**config.mk**
```make
export PLATFORM = sky130hd
export DESIGN_NAME = registrador_universal
export DESIGN_NICKNAME = d
export VERILOG_FILES = /design/src/rtl/registrador_pkg.sv /design/src/rtl/registrador_shift_step.sv /design/src/rtl/registrador_universal.sv
export SDC_FILE = /design/constraint.sdc
export NUM_CORES = 1
export LEC_CHECK = 0
export ABC_AREA = 1
export CORE_ASPECT_RATIO = 1.5
export CORE_MARGIN = 5
export CORE_UTILIZATION = 45
export CTS_BUF_LIST = sky130_fd_sc_hd__clkbuf_16
export DETAILED_ROUTE_END_ITERATION = 12
export PLACE_DENSITY = 0.82
export SYNTH_ARGS = -nofsm -noshare
export SYNTH_HDL_FRONTEND = slang
export SYNTH_SLANG_ARGS = --single-unit
```
**constraint.sdc**
```tcl
create_clock -name clock -period 1.9 [get_ports clock]
set_input_delay 0.38 -clock clock [delete_from_list [all_inputs] [get_ports clock]]
set_output_delay 0.38 -clock clock [all_outputs]
set_load 0.01 [all_outputs]
```
**src/rtl/registrador_pkg.sv**
```systemverilog
// -----------------------------------------------------------------------------
// registrador_pkg
// Shared definitions for the universal register: the 3-bit operation codes,
// the two-state FSM encoding and a helper that tells shift-type modes apart
// from single-cycle modes.
// Optional feature macro used by the top: REGISTRADOR_UNIVERSAL_PARITY_EN.
// -----------------------------------------------------------------------------
package registrador_pkg;

    typedef logic [2:0] mode_t;

    localparam mode_t MODE_HOLD  = 3'b000;
    localparam mode_t MODE_LOAD  = 3'b001;
    localparam mode_t MODE_SHL   = 3'b010;
    localparam mode_t MODE_SHR   = 3'b011;
    localparam mode_t MODE_ROL   = 3'b100;
    localparam mode_t MODE_ROR   = 3'b101;
    localparam mode_t MODE_ASR   = 3'b110;
    localparam mode_t MODE_CLEAR = 3'b111;

    typedef logic [0:0] state_t;

    localparam state_t ST_IDLE  = 1'b0;
    localparam state_t ST_SHIFT = 1'b1;

    // SHL, SHR, ROL, ROR and ASR occupy the contiguous codes 010..110.
    function automatic logic is_shift_mode(input mode_t m);
        return (m >= MODE_SHL) && (m <= MODE_ASR);
    endfunction

endpackage

```
**src/rtl/registrador_shift_step.sv**
```systemverilog
// -----------------------------------------------------------------------------
// registrador_shift_step
// Combinational single-position shifter used by the universal register.
// Ports:
//   q         in  WIDTH  current register contents
//   mode      in  3      operation code (only shift codes move data)
//   serial_in in  1      fill bit for the logical shifts
//   q_next    out WIDTH  contents after one position
//   out_bit   out 1      bit leaving the register on this step
// Non-shift codes pass q through with out_bit = 0; the caller never uses
// out_bit in that case.
// -----------------------------------------------------------------------------
module registrador_shift_step
    import registrador_pkg::*;
#(
    parameter int WIDTH = 4
) (
    input  logic [WIDTH-1:0] q,
    input  logic [2:0]       mode,
    input  logic             serial_in,
    output logic [WIDTH-1:0] q_next,
    output logic             out_bit
);

    always_comb begin
        q_next  = q;
        out_bit = 1'b0;
        case (mode)
            MODE_SHL: begin
                q_next  = {q[WIDTH-2:0], serial_in};
                out_bit = q[WIDTH-1];
            end
            MODE_SHR: begin
                q_next  = {serial_in, q[WIDTH-1:1]};
                out_bit = q[0];
            end
            MODE_ROL: begin
                q_next  = {q[WIDTH-2:0], q[WIDTH-1]};
                out_bit = q[WIDTH-1];
            end
            MODE_ROR: begin
                q_next  = {q[0], q[WIDTH-1:1]};
                out_bit = q[0];
            end
            MODE_ASR: begin
                q_next  = {q[WIDTH-1], q[WIDTH-1:1]};
                out_bit = q[0];
            end
            default: begin
                q_next  = q;
                out_bit = 1'b0;
            end
        endcase
    end

endmodule

```
**src/rtl/registrador_universal.sv**
```systemverilog
// -----------------------------------------------------------------------------
// registrador_universal
// Parametrised universal register: parallel load, clear, hold, logical /
// rotate / arithmetic shifts by a programmable amount (one position per
// clock) and a serial in/out path, with busy/done status.
// Ports:
//   clock      in  1      rising-edge clock
//   reset_n    in  1      asynchronous active-low reset
//   start      in  1      operation request, sampled only in IDLE
//   mode       in  3      operation code, latched at start
//   amount     in  CNT_W  number of shift positions
//   d          in  WIDTH  parallel load data
//   serial_in  in  1      fill bit for logical shifts (sampled every shift)
//   q          out WIDTH  register contents
//   serial_out out 1      last bit shifted or rotated out
//   busy       out 1      high while a multi-position shift is in progress
//   done       out 1      one-cycle completion pulse
//   parity     out 1      XOR of q; only when REGISTRADOR_UNIVERSAL_PARITY_EN
//                         is defined
// -----------------------------------------------------------------------------
module registrador_universal
    import registrador_pkg::*;
#(
    parameter int               WIDTH       = 4,
    parameter logic [WIDTH-1:0] RESET_VALUE = '0,
    localparam int              CNT_W       = $clog2(WIDTH) + 1
) (
    input  logic             clock,
    input  logic             reset_n,
    input  logic             start,
    input  logic [2:0]       mode,
    input  logic [CNT_W-1:0] amount,
    input  logic [WIDTH-1:0] d,
    input  logic             serial_in,
    output logic [WIDTH-1:0] q,
    output logic             serial_out,
    output logic             busy,
    output logic             done
`ifdef REGISTRADOR_UNIVERSAL_PARITY_EN
    ,
    output logic             parity
`endif
);

    state_t           state;
    mode_t            mode_lat;
    logic [CNT_W-1:0] remaining;
    mode_t            step_mode;
    logic [WIDTH-1:0] step_q;
    logic             step_out;

    // The first shift happens on the accepting edge, before mode is latched,
    // so the shifter sees the live mode in IDLE and the latched one in SHIFT.
    assign step_mode = (state == ST_SHIFT) ? mode_lat : mode;

    registrador_shift_step #(
        .WIDTH(WIDTH)
    ) u_step (
        .q        (q),
        .mode     (step_mode),
        .serial_in(serial_in),
        .q_next   (step_q),
        .out_bit  (step_out)
    );

    assign busy = (state == ST_SHIFT);

    always_ff @(posedge clock or negedge reset_n) begin
        if (!reset_n) begin
            q          <= RESET_VALUE;
            serial_out <= 1'b0;
            done       <= 1'b0;
            state      <= ST_IDLE;
            remaining  <= '0;
            mode_lat   <= MODE_HOLD;
        end else begin
            done <= 1'b0;
            if (state == ST_IDLE) begin
                if (start) begin
                    if (is_shift_mode(mode)) begin
                        if (amount == '0) begin
                            done <= 1'b1;
                        end else begin
                            q          <= step_q;
                            serial_out <= step_out;
                            if (amount == CNT_W'(1)) begin
                                done <= 1'b1;
                            end else begin
                                remaining <= amount - CNT_W'(1);
                                mode_lat  <= mode;
                                state     <= ST_SHIFT;
                            end
                        end
                    end else begin
                        case (mode)
                            MODE_LOAD:  q <= d;
                            MODE_CLEAR: q <= '0;
                            default:    q <= q;
                        endcase
                        done <= 1'b1;
                    end
                end
            end else begin
                q          <= step_q;
                serial_out <= step_out;
                // remaining counts the shifts still owed including this one.
                if (remaining == CNT_W'(1)) begin
                    remaining <= '0;
                    done      <= 1'b1;
                    state     <= ST_IDLE;
                end else begin
                    remaining <= remaining - CNT_W'(1);
                end
            end
        end
    end

`ifdef REGISTRADOR_UNIVERSAL_PARITY_EN
    assign parity = ^q;
`endif

endmodule

```
==> metrics.cfg, run 1 <==
[worst_setup_path]
r2r_slack_ns=0.33
cp.required_ns=2.02
arrival_ns=1.81
start_kind=primary input
path_class=in2reg
end_kind=register
path_max_fanout=4

[final_layout]
fin_nets=199
antennaDiodeCount=0
drive_gt1_share_pct=17.88
stdcell_count=202
syn_to_final_growth_pct=30.03
fillers=207

[route]
vias_per_cell=5.144
dr_total_vias=1039
firstDrtPassIters=4
ant_nets=0
drt_iter0_markers=24
drt_wl_total_microns=2485
drcViolationCount=0
wire_per_inst_microns=12.30

[floorplan]
core_area_sq_mm=0.002260
num_io_pins=21
initial_core_util_pct=47.56
die_area_sq_mm=0.003486
die_w_microns=49.91
die_h_microns=69.86
fp-row-count=21

[clocking]
cts_setup_buffers=0
cts_sinks=13
clk_pin_slew_ns=0.04
cts_tree=yes
cts_buffers=3
cts_resized=0
clock_latency_ns=0.24
hold_buffers=0
cts_root_buffer=clkbuf_16
htreeDepth=1
clockBufferDepth=2

[pwr]
ir_drop_v=0.0008954
internal_power_w=0.001231
power.switching_w=0.001008
p_per_area_mw_per_mm2=1602
power_w=0.002239
pwr-share-clk_pct=17.2
seqPwrFrac_pct=22.3
leakage_nw=0.7128
pwr-share-comb_pct=60.4
p_sw_share_pct=45.03

[synth]
postSynthCellCount=152
yosys_warnings=0
synthTopCellsByArea=dfrtp_1 (30%), nand2_1 (14%), inv_1 (7.3%)
syn_area_sq_mm=0.001075
seq_area_frac_synth_pct=30.27
avgSynthCellArea_sq_um=7.071
ys_ff_latch=13
yosys.area.top_type=dfrtp_1
yosysUniqueCellTypes=25
synth_nets=171
synth_top_area_share_pct=30.27

[global_routing]
grt_pass1_vias=1001
use_met1_pct=16.20
busiest_layer=met2
grt_use_total_pct=14.79
grt.met3_usage_pct=2.340
met2_usage_pct=28.33
grt_pass1_wl_microns=4174
grt.overflow.total=0
grt_max_degree=15
antenna_found_initial=0

[timing]
rsz0062_at_grt=false
finalSetupTns_ns=0
slew_headroom_pct=59.12
setup_violations=0
slew_viol_final=0
worst_slew_pin_slew_ns=0.6112
skew_ns=0.001203
finalWorstPathRequiredPeriod_ns=1.696
hold_viol=0
max_freq_mhz=589.8
fin_crit_sh_pct=89.24
hold_slack_ns=0.4830

[placement]
dp_hpwl_microns=2072
gp_congestion=0.8465
port_buffers=20
place_inst=198

[min_path]
hold_path.class=reg2reg

[run]
drv_cap=0

[outcome]
status=finished clean

## power groups by stage
stage | Clock [W] | Combinational [W] | Sequential [W]
after CTS | 0.000393 | 0.00136 | 0.000501
after global routing | 0.000407 | 0.00150 | 0.000516
after detailed placement | 0 | 0.00135 | 0.000505
final | 0.000385 | 0.00135 | 0.000500
after global placement | 0 | 0.00131 | 0.000500
after floorplan | 0 | 0.000956 | 0.000532
## final timing paths
| check | from | end | depth (start not counted) |
|---|---|---|---|
| worst min register to register | serial_out | serial_out | 2 |
| worst max-delay path | mode[1] | q[1] | 10 |
| min in group asynchronous | reset_n | remaining[1] | 1 |
| worst min-delay path | serial_out | serial_out | 2 |
| worst max register to register | busy | serial_out | 9 |
| max in group asynchronous | reset_n | q[1] | 1 |
## layout make-up
type / instances / area [sq um] / share of cell area (%)
Multi-Input combinational cell: 114 / 640.6 / 45.84
Sequential cell: 13 / 325.3 / 23.28
Timing Repair Buffer: 25 / 237.7 / 17.01
Inverter: 23 / 86.33 / 6.177
Clock buffer: 3 / 75.07 / 5.372
Tap cell: 23 / 28.78 / 2.059
Clock inverter: 1 / 3.754 / 0.2686
## per-layer routing
metal | wire (microns) | up-vias | share of wire (%)
li1 | - | 537 | -
met1 | 944 | 478 | 38
met2 | 1421 | 19 | 57
met3 | 84 | 5 | 3.4
met4 | 35 | 0 | 1.4
met5 | 0 | - | 0
## kinds of logic (layout without fill, tap and decap cells)
family                   count (synthesis)  in the layout  share of synthesized area [%]
flip-flops                              13             13                          30.27
AND/OR/NAND/NOR                         83             83                          38.88
buffers and inverters                   25             52                          10.13
AO/OA/AOI/OAI                           24             24                          13.27
adder cells (fa/ha/maj)                  5              5                          5.821
XOR/XNOR                                 2              2                          1.630
## registers in the layout (all words and copies together) (netlist names)
register,cells
done,1
remaining,3
mode_lat,3
serial_out,1
busy,1
q,4
## through the flow
| step | setup slack, ns | util, % | instance area [sq um] |
|---|---|---|---|
| after detailed placement | -0.04365 | 58.36 | 1319 |
| after global routing | 0.01723 | 61.85 | 1398 |
| final | 0.2044 | 61.85 | 1398 |
| after global placement | 0.01642 | 58.36 | 1319 |
| after floorplan | 0.4853 | - | 1075 |
| after CTS | 0.2024 | 61.85 | 1398 |
## synth_stat cells
master	n
nand2_1	39
inv_1	21
nor2_1	15
dfrtp_1	13
o21ai_0	12
nand3_1	9
nand2_2	7
ha_1	5
nand2_4	5
nand3_2	4
a21oi_1	2
a31oi_1	2
buf_6	2
inv_2	2
nor2_2	2
o21ai_2	2
xnor2_1	2
a211oi_1	1
a21oi_2	1
a22oi_1	1
nand4_1	1
nor2_4	1
o211ai_1	1
o21ai_1	1
o22ai_1	1
## worst max-delay path, stage by stage
cell             delay [ns]
clkdlybuf4s50_1        0.54
inv_1                  0.12
nand2_4                0.11
nand2_4                0.05
nand3_2                0.08
nand3_1                0.12
nand2_1                0.08
o21ai_0                0.09
o21ai_0                0.17
nand2_1                0.07
## cell usage in the layout, fill, tap and decap left out, types with 2 or more instances in the layout
| cell type | n |
|---|---|
| a21oi_1 | 2 |
| a31oi_1 | 2 |
| buf_4 | 5 |
| clkbuf_16 | 3 |
| clkdlybuf4s50_1 | 20 |
| dfrtp_1 | 13 |
| ha_1 | 5 |
| inv_1 | 22 |
| inv_2 | 2 |
| nand2_1 | 39 |
| nand2_2 | 7 |
| nand2_4 | 5 |
| nand3_1 | 9 |
| nand3_2 | 4 |
| nor2_1 | 15 |
| nor2_2 | 2 |
| o21ai_0 | 12 |
| o21ai_2 | 2 |
| xnor2_1 | 2 |
(Power assumes the default switching activity.)
==> run 2, diff against run 1 <==
CTS_CLUSTER_DIAMETER = 200   (was default)
==> results of run 2 <==
The final DEF is identical to that of run 1; final timing and power are the same.
